**config.mk**
```make
export PLATFORM = sky130hd
export DESIGN_NAME = id_decode_queue
export DESIGN_NICKNAME = d
export VERILOG_FILES = /design/src/rtl/id_decode_queue.sv
export SDC_FILE = /design/constraint.sdc
export NUM_CORES = 1
export LEC_CHECK = 0
export CORE_MARGIN = 4
export CORE_UTILIZATION = 35
export CTS_CLUSTER_SIZE = 8
export DETAILED_ROUTE_END_ITERATION = 7
export MAX_ROUTING_LAYER = met4
export PLACE_DENSITY_LB_ADDON = 0.25
export SLEW_MARGIN = 40
export SYNTH_ARGS = -nofsm -noshare
export SYNTH_HDL_FRONTEND = slang
export SYNTH_SLANG_ARGS = --single-unit
```
**constraint.sdc**
```tcl
create_clock -name clk -period 2.6 [get_ports clk]
set_input_delay 0.52 -clock clk [delete_from_list [all_inputs] [get_ports clk]]
set_output_delay 0.52 -clock clk [all_outputs]
set_load 0.01 [all_outputs]
```
**src/rtl/id_decode_queue.sv**
```systemverilog
// Decodes MIPS-I fetch words and buffers them in a DEPTH-entry FIFO with branch-delay-slot tags.
// Defining DQ_BYPASS_EN enables a same-cycle path from a fetch word to an empty queue's output.
module id_decode_queue #(
    parameter int unsigned DEPTH  = 4,
    parameter int unsigned ADDR_W = 32
) (
    input  logic                   clk,
    input  logic                   resetn,
    input  logic                   flush,
    input  logic                   in_valid,
    output logic                   in_ready,
    input  logic [ADDR_W-1:0]      in_pc,
    input  logic [31:0]            in_inst,
    output logic                   out_valid,
    input  logic                   out_ready,
    output logic [ADDR_W-1:0]      out_pc,
    output logic [31:0]            out_inst,
    output logic [3:0]             out_cls,
    output logic [4:0]             out_rs,
    output logic [4:0]             out_rt,
    output logic [4:0]             out_rd,
    output logic                   out_sy,
    output logic                   out_bp,
    output logic                   out_er,
    output logic                   out_ri,
    output logic                   out_bd,
    output logic [$clog2(DEPTH):0] count
);

    localparam int unsigned PW = $clog2(DEPTH);
    localparam int unsigned CW = PW + 1;
    localparam logic [CW-1:0] FULL = CW'(DEPTH);

    localparam logic [3:0] CLS_ALU    = 4'd0;
    localparam logic [3:0] CLS_MULDIV = 4'd1;
    localparam logic [3:0] CLS_HILO   = 4'd2;
    localparam logic [3:0] CLS_BRANCH = 4'd3;
    localparam logic [3:0] CLS_JUMP   = 4'd4;
    localparam logic [3:0] CLS_LOAD   = 4'd5;
    localparam logic [3:0] CLS_STORE  = 4'd6;
    localparam logic [3:0] CLS_COP0   = 4'd7;
    localparam logic [3:0] CLS_TRAP   = 4'd8;
    localparam logic [3:0] CLS_RI     = 4'd15;

    typedef struct packed {
        logic [ADDR_W-1:0] pc;
        logic [31:0]       inst;
        logic [3:0]        cls;
        logic [4:0]        rs;
        logic [4:0]        rt;
        logic [4:0]        rd;
        logic              sy;
        logic              bp;
        logic              er;
        logic              ri;
        logic              bd;
    } entry_t;

    entry_t          mem_q [DEPTH];
    logic [PW-1:0]   wr_ptr_q, wr_ptr_d;
    logic [PW-1:0]   rd_ptr_q, rd_ptr_d;
    logic [CW-1:0]   count_q, count_d;
    logic            bd_pending_q, bd_pending_d;

    entry_t          dec;
    entry_t          head;
    logic            legal;
    logic            empty, bypass, accept, wr_en, pop;

    logic [5:0] op, funct;
    logic [4:0] f_rs, f_rt, f_rd;

    assign op    = in_inst[31:26];
    assign f_rs  = in_inst[25:21];
    assign f_rt  = in_inst[20:16];
    assign f_rd  = in_inst[15:11];
    assign funct = in_inst[5:0];

    always_comb begin
        dec      = '0;
        dec.pc   = in_pc;
        dec.inst = in_inst;
        dec.bd   = bd_pending_q;
        legal    = 1'b1;
        unique case (op)
            6'h00: begin
                dec.rs = f_rs;
                dec.rt = f_rt;
                dec.rd = f_rd;
                unique case (funct)
                    6'h00, 6'h02, 6'h03: begin
                        dec.cls = CLS_ALU;
                        dec.rs  = '0;
                    end
                    6'h04, 6'h06, 6'h07, 6'h20, 6'h21, 6'h22, 6'h23,
                    6'h24, 6'h25, 6'h26, 6'h27, 6'h2a, 6'h2b: dec.cls = CLS_ALU;
                    6'h08: begin
                        dec.cls = CLS_JUMP;
                        dec.rd  = '0;
                    end
                    6'h09: begin
                        dec.cls = CLS_JUMP;
                        dec.rd  = (f_rd == 5'd0) ? 5'd31 : f_rd;
                    end
                    6'h0c, 6'h0d: begin
                        // The rs/rt/rd fields hold the trap code here, not registers.
                        dec.cls = CLS_TRAP;
                        dec.sy  = (funct == 6'h0c);
                        dec.bp  = (funct == 6'h0d);
                        dec.rs  = '0;
                        dec.rt  = '0;
                        dec.rd  = '0;
                    end
                    6'h10, 6'h11, 6'h12, 6'h13: dec.cls = CLS_HILO;
                    6'h18, 6'h19, 6'h1a, 6'h1b: dec.cls = CLS_MULDIV;
                    default: legal = 1'b0;
                endcase
            end
            6'h01: begin
                dec.cls = CLS_BRANCH;
                dec.rs  = f_rs;
                unique case (f_rt)
                    5'h00, 5'h01: dec.rd = '0;
                    5'h10, 5'h11: dec.rd = 5'd31;
                    default:      legal  = 1'b0;
                endcase
            end
            6'h02: dec.cls = CLS_JUMP;
            6'h03: begin
                dec.cls = CLS_JUMP;
                dec.rd  = 5'd31;
            end
            6'h04, 6'h05, 6'h06, 6'h07: begin
                dec.cls = CLS_BRANCH;
                dec.rs  = f_rs;
                dec.rt  = f_rt;
            end
            6'h08, 6'h09, 6'h0a, 6'h0b, 6'h0c, 6'h0d, 6'h0e, 6'h0f: begin
                dec.cls = CLS_ALU;
                dec.rs  = f_rs;
                dec.rd  = f_rt;
            end
            6'h10: begin
                dec.cls = CLS_COP0;
                unique case (f_rs)
                    5'h00:   dec.rd = f_rt;
                    5'h04:   dec.rt = f_rt;
                    5'h10:   begin
                        if (funct == 6'h18) dec.er = 1'b1;
                        else                legal  = 1'b0;
                    end
                    default: legal = 1'b0;
                endcase
            end
            6'h20, 6'h21, 6'h22, 6'h23, 6'h24, 6'h25, 6'h26: begin
                dec.cls = CLS_LOAD;
                dec.rs  = f_rs;
                dec.rd  = f_rt;
            end
            6'h28, 6'h29, 6'h2a, 6'h2b, 6'h2e: begin
                dec.cls = CLS_STORE;
                dec.rs  = f_rs;
                dec.rt  = f_rt;
            end
            default: legal = 1'b0;
        endcase
        if (!legal) begin
            dec.cls = CLS_RI;
            dec.ri  = 1'b1;
            dec.rs  = '0;
            dec.rt  = '0;
            dec.rd  = '0;
            dec.sy  = 1'b0;
            dec.bp  = 1'b0;
            dec.er  = 1'b0;
        end
    end

    assign empty    = (count_q == '0);
    assign in_ready = (count_q != FULL);

`ifdef DQ_BYPASS_EN
    assign bypass = empty & in_valid & ~flush;
`else
    assign bypass = 1'b0;
`endif

    assign accept    = in_valid & in_ready & ~flush;
    // A bypassed word that is consumed immediately never occupies a slot.
    assign wr_en     = accept & ~(bypass & out_ready);
    assign pop       = ~empty & out_ready & ~flush;
    assign out_valid = ~empty | bypass;
    assign head      = bypass ? dec : mem_q[rd_ptr_q];

    assign out_pc   = head.pc;
    assign out_inst = head.inst;
    assign out_cls  = head.cls;
    assign out_rs   = head.rs;
    assign out_rt   = head.rt;
    assign out_rd   = head.rd;
    assign out_sy   = head.sy;
    assign out_bp   = head.bp;
    assign out_er   = head.er;
    assign out_ri   = head.ri;
    assign out_bd   = head.bd;
    assign count    = count_q;

    always_comb begin
        wr_ptr_d     = wr_ptr_q;
        rd_ptr_d     = rd_ptr_q;
        count_d      = count_q;
        bd_pending_d = bd_pending_q;
        if (flush) begin
            wr_ptr_d     = '0;
            rd_ptr_d     = '0;
            count_d      = '0;
            bd_pending_d = 1'b0;
        end else begin
            if (wr_en) wr_ptr_d = wr_ptr_q + PW'(1);
            if (pop)   rd_ptr_d = rd_ptr_q + PW'(1);
            unique case ({wr_en, pop})
                2'b10:   count_d = count_q + CW'(1);
                2'b01:   count_d = count_q - CW'(1);
                default: count_d = count_q;
            endcase
            if (accept) bd_pending_d = (dec.cls == CLS_BRANCH) | (dec.cls == CLS_JUMP);
        end
    end

    always_ff @(posedge clk or negedge resetn) begin
        if (!resetn) begin
            wr_ptr_q     <= '0;
            rd_ptr_q     <= '0;
            count_q      <= '0;
            bd_pending_q <= 1'b0;
        end else begin
            wr_ptr_q     <= wr_ptr_d;
            rd_ptr_q     <= rd_ptr_d;
            count_q      <= count_d;
            bd_pending_q <= bd_pending_d;
        end
    end

    always_ff @(posedge clk or negedge resetn) begin
        if (!resetn) begin
            for (int unsigned i = 0; i < DEPTH; i++) mem_q[i] <= '0;
        end else if (wr_en && !flush) begin
            mem_q[wr_ptr_q] <= dec;
        end
    end

endmodule

```
==> results of run 1 <==
## stage by stage
stage | setup TNS [ns] | cells | setup WS, ns | utilization (%) | hold slack (ns)
floorplan | 0 | 1680 | 0.414 | - | 0.224
global placement | -9.60 | 2445 | -0.215 | 42.2 | 0.451
detailed placement | -8.97 | 2445 | -0.225 | 42.2 | 0.457
CTS | -8.51 | 2529 | -0.249 | 45.8 | 0.470
global route | -5.51 | 2535 | -0.140 | 45.8 | 0.488
finish | -1.16 | 2535 | -0.0634 | 45.8 | 0.465
## cells by family (layout without fill, tap and decap cells)
logic type               Yosys count  in the layout  share of synthesized area, %
AO/OA/AOI/OAI                    164            164                          6.74
flip-flops                       360            360                          54.7
multiplexers                      91             91                          12.2
buffers and inverters            131            377                          3.44
adder cells (fa/ha/maj)            5              5                         0.425
other                              0              2                             0
AND/OR/NAND/NOR                  924            924                          22.2
XOR/XNOR                           5              5                         0.266
## registers in the layout, indices dropped and copies added (netlist names)
name          flops
wr_ptr_q          2
bd_pending_q      1
rd_ptr_q          2
mem_q           352
count             3
## power by group
part | leakage, nW | switching [mW] | internal, mW
registers | 4.68 | 1.08 | 7.66
logic | 4.93 | 4.02 | 4.65
clock network | 0.663 | 2.35 | 3.54
## repair_timing
item                       4_1_cts  5_1_grt
gates resized for setup        420       23
gates cloned                     3        0
hold buffers                     1        0
pin swaps                        0        0
setup endpoints to repair       89       74
buffers inserted                24       11
hold endpoints to repair        52        0
## synth_stat cells, drive strengths merged, types with 2 or more instances
library cell,instances
nand2,843
a21oi,16
ha,4
and2,4
nor4b,5
or2,4
nor2b,2
o32ai,2
clkbuf,70
nor3,4
or3,4
o31a,2
o21ai,64
nand2b,7
nor2,27
xnor2,4
buf,51
o32a,8
nor3b,4
nor4,2
mux2i,2
a31oi,16
o22ai,2
o211ai,3
inv,10
and3b,3
dfrtp,360
a211o,2
o31ai,43
nand4,2
mux4,88
nand3,8
## how the worst max path moves through the flow
stage / slack, ns / startpoint / cells past startpoint / end
after floorplan: 0.41 / in_inst[1] / 6 / bd_pending_q$_DFFE_PN0P_
after global placement: -0.21 / in_inst[28] / 8 / mem_q[192]$_DFFE_PN0P_
after detailed placement: -0.23 / in_inst[28] / 8 / mem_q[280]$_DFFE_PN0P_
after CTS: -0.25 / rd_ptr_q[0]$_DFFE_PN0P_ / 6 / out_pc[20]
after global routing: -0.14 / rd_ptr_q[0]$_DFFE_PN0P_ / 5 / out_rs[2]
final: -0.06 / rd_ptr_q[0]$_DFFE_PN0P_ / 5 / out_pc[20]
## cell type report
type                    instances  share of cell area (%)
flip-flops and latches        360                    42.3
inverters                      10                   0.176
clock buffers                  53                    6.02
repair buffers                310                    15.0
diodes                          2                  0.0235
multi-input cells            1189                    32.6
clock inverters                 4                   0.299
well taps                     607                    3.56
## critical path: stages, from the launching register on
cell,delay (ns)
dfrtp_4,0.52
buf_12,0.17
buf_12,0.14
buf_12,0.12
mux4_2,0.44
buf_6,0.14
## metal layers
layer  global-route usage [%]  vias up  wire length (um)
met5                        -        -                 0
met4                     4.45        0               850
met3                     3.76       62              2760
met2                     32.1      328             23800
met1                     27.5     6490             21500
li1                         -     6048                 -
==> impl_results.md, run 1 <==
- Total grt overflow: 0
- Leak: 10.3 nW
- Net count after synthesis: approximately 1800
- Max-Cap Viols: 0
- Routability cong.: 0.850
- # nets final: 1996
- Crit. End Element: primary output
- VDD IR-drop max: ~570 uV
- Most common cell after layout, fill and taps aside: nand2_1
- Power per cell area: approximately 1100 nW/um^2
- Vias in the first global route: ~14000
- Critical register-to-register path startpoint: count[0]$_DFFE_PN0P_
- Top cells by area, synth: dfrtp_1, nand2_1, mux4_2
- Required time of the critical path: 2.08 ns
- Gate Count Post-Synth: between 1500 and 2000
- GRT Overall Usage: 20.3%
- CP Max Fanout: 8
- I/O pins: ~160
- Yosys warns: 0
- # rows: about 80
- Post-Layout Inst Area: approximately 21000 sq um
- Vias per Instance: 5.10
- DIE HEIGHT: 225 um
- Post-synthesis sequential area ratio: between 50% and 60%
- Top cell type's share of synthesized area: 54.7%
- Placed cell area: just under 20000 sq um
- Core area: around 47000 sq um
- Register Area: about 9000 sq um
- Die area: around 50000 sq um
- Clock Latency Late Sink: 0.58 ns
- TritonCTS buffer count: roughly 50
- Max frequency: between 300 and 400 MHz
- HPWL Detailed: 31800 um
- Synthesized area: between 15000 and 20000 sq um
- Final Hold Viols: 0
- Filler Cell Count: around 4400
- Post-Syn Area per Cell: roughly 9.8 sq um
- H-tree depth: 2
- R2r setup slk: between 0.5 and 0.6 ns
- Antenna violations before repair: 2
- Result of the run: finished with violations
- Synth cell types: between 50 and 60
- Area grow syn2layout: 29.4%
- Synth area leader: dfrtp_1
- 1st-iter DRT viols: 750
- Layout cell share with drive strength beyond 1: 21.3%
- Clock sink total: between 300 and 400
- Period utilization: 102%
- Tot Pwr: 23.3 mW
- Routed len/inst: roughly 19 um
- Reg clk slew, reported paths: around 0.050 ns
- CP arrival: approximately 2.1 ns
- Die W: 225 um
- Synth Flop Type: dfrtp_1
- Setup WS post-layout: -0.0634 ns
- CP Class: flop to primary output
- Most frequent cells in the layout: nand2_1, dfrtp_1, buf_4
- Post-synth ARST share: between 90% and 100%
- Startpoint Class: flop
- Number of port buffers: 161
- RSZ-0062 raised after global routing: yes
- Clock root buffer: clkbuf_16
- ANT nets after route: 0
- Hold Crit Class: input pin to async pin
- Pin count of the biggest net entering global routing: between 60 and 70
- Worst R2R End: mem_q[280]$_DFFE_PN0P_
- Final Slew Violations: 0
- Post-synth EDFFs: 0
- Worst Reg-to-Reg Cells: 7
- Max_slew headroom: between 60% and 70%
- Final wirelength: between 40000 and 50000 um
- First-pass GRT wire length: approximately 80000 um
- Setup Skew: about 0.018 ns
- Worst-margin pin slew: between 0.5 and 0.6 ns
- Min Tclk post-route: between 2 and 3 ns
- Area of the multi-input gates: slightly below 7000 sq um
- Drc violations: 0
- Failing checks: setup timing
- First-pass DRT Iterations: 5
- Yosys reg bits: 360
- CTS tree: yes
- Endpoints failing setup: 35
- Max Root-Sink Buffers: 3
- Via count: about 13000
- Starting Density: ~35%
No activity file was read; power rests on OpenSTA's default activity.
==> run 2, diff against run 1 <==
CAP_MARGIN = 20   (was unset)
CORE_ASPECT_RATIO = 1.5   (was unset)
==> impl_results.md, run 2 (synthesis gave the netlist of run 1 again) <==
- Result of the run: finished with violations
- Failing checks: setup timing
- Max-Cap Viols: 0
- Clock sink total: 360
- Max frequency: between 300 and 400 MHz
- Filler Cell Count: 4444
- First-pass DRT Iterations: 7
- Number of port buffers: between 150 and 200
- Final Hold Viols: 0
- ANT nets after route: 0
- End of the critical path: out_inst[22]
- Area grow syn2layout: 28.6%
- GRT Overall Usage: between 20% and 30%
- Cell family with most CP delay: buffers and inverters
- Largest register FFs: between 300 and 400
- Crit. End Element: primary output
- Setup TNS: -0.959 ns
- Routability cong.: roughly 0.83
- First-pass GRT wire length: slightly below 80000 um
- Antenna violations before repair: 1
- Min Tclk post-route: ~2.7 ns
- # nets final: slightly below 2000
- Startpoint Class: flop
- Hold Crit Class: flop to flop
- Worst hold margin: between 0.4 and 0.5 ns
- Worst R2R End: mem_q[192]$_DFFE_PN0P_
- Required time of the critical path: ~2.1 ns
- CP Max Fanout: 8
- Cell Chain, Critical Path: buf_12, buf_4, buf_16, mux4_2, buf_6
- Via count: roughly 13000
- RSZ-0062 raised after global routing: yes
- Crit. Startpoint: rd_ptr_q[0]$_DFFE_PN0P_
- Placed Instances: between 2000 and 2500
- Period utilization: 104%
- Power per cell area: between 1000 and 1500 nW/um^2
- R2r setup slk: approximately 0.63 ns
- Most frequent cells in the layout: nand2_1, dfrtp_1, mux4_2
- Critical register-to-register path startpoint: count[2]$_DFFE_PN0P_
- VDD IR-drop max: 655 uV
- Setup Skew: roughly 0.022 ns
- WP buf/inv: 4
- Vias per Instance: just over 5
- CP arrival: roughly 2.2 ns
- Setup WS post-layout: -0.0929 ns
- Worst Reg-to-Reg Cells: 7
- Tot Pwr: between 20 and 25 mW
- Leak: between 10 and 15 nW
- Dpl ws: -0.549 ns
- HPWL Detailed: roughly 33000 um
- Layout cell share with drive strength beyond 1: between 20% and 30%
- Most common cell after layout, fill and taps aside: nand2_1
- Reg clk slew, reported paths: roughly 0.050 ns
- Core area: roughly 47000 sq um
- Routed len/inst: 20.1 um
- # rows: 97
- TritonCTS buffer count: 50
- Final Slew Violations: 0
- Endpoints failing setup: 23
- I/O pins: 162
- Total grt overflow: 0
- Drc violations: 0
- Largest Register: mem_q
- Max stage delay on crit path: about 0.55 ns
- H-tree depth: 2
- Worst-margin pin slew: roughly 0.70 ns
- CP Class: flop to primary output
- Vias in the first global route: approximately 14000
- Max Root-Sink Buffers: 3
- Die area: between 50000 and 60000 sq um
- Finished Layout Cells: around 2500
- DIE HEIGHT: around 270 um
- Die W: between 150 and 200 um
- Crit path depth: 5
- Clock root buffer: clkbuf_16
- Max_slew headroom: 53.2%
- 1st-iter DRT viols: a little over 900
- Clock Latency Late Sink: 0.57 ns
- CTS tree: yes
- Pin count of the biggest net entering global routing: 76
- Starting Density: approximately 35%
- CP max stage cell: mux4_2
- Final wirelength: around 50000 um
-- run 2: how the worst min path moves through the flow --
stage / from / end / slack [ns] / depth (start not counted)
CTS: mem_q[162]$_DFFE_PN0P_ / mem_q[162]$_DFFE_PN0P_ / 0.47 / 2
finish: mem_q[69]$_DFFE_PN0P_ / mem_q[69]$_DFFE_PN0P_ / 0.47 / 2
global route: mem_q[173]$_DFFE_PN0P_ / mem_q[173]$_DFFE_PN0P_ / 0.49 / 2
detailed placement: mem_q[162]$_DFFE_PN0P_ / mem_q[162]$_DFFE_PN0P_ / 0.46 / 2
global placement: mem_q[155]$_DFFE_PN0P_ / mem_q[155]$_DFFE_PN0P_ / 0.45 / 2
floorplan: resetn / bd_pending_q$_DFFE_PN0P_ / 0.22 / 0
-- run 2: timing repair --
action	in CTS	in global routing
buffers inserted	9	0
hold endpoints to repair	41	0
cloned	7	0
hold buffers	1	0
setup endpoints to repair	89	67
resized for setup	413	20
-- run 2: worst register-to-register path, delay by kind of cell, from the launching register on --
kind / cells / cell delay [ns]
compound gates: 1 / 0.21
buf+inv: 2 / 0.45
flops: 1 / 0.43
simple gates: 4 / 0.77
-- run 2: layout make-up --
cell class	instances	area (sq um)	area share, %
Sequential cell	360	9020	42.6
Multi-Input combinational cell	1189	6970	32.9
Timing Repair Buffer	294	3120	14.7
Clock buffer	51	1250	5.92
Tap cell	594	743	3.51
Inverter	10	37.5	0.177
Clock inverter	3	33.8	0.159
Antenna cell	1	2.50	0.0118
-- run 2: layer usage --
metal  global-route usage (%)  vias up  part of all wire (%)
met5                        -        -                     0
met4                     7.60        0                   3.6
met3                     2.82      101                   5.4
met2                     35.3      455                    51
met1                     25.1     6446                    40
li1                         -     6005                     -
-- run 2: metrics by stage --
stage	area [sq um]	utilization, %
floorplan	16500	-
global placement	19600	42.1
detailed placement	19600	42.1
CTS	21100	45.3
global route	21200	45.5
finish	21200	45.5
-- run 2: where the power goes --
group	total (mW)	switching, mW	internal [mW]
logic	8.63	4.07	4.56
clock network	5.71	2.34	3.37
registers	8.73	1.07	7.66
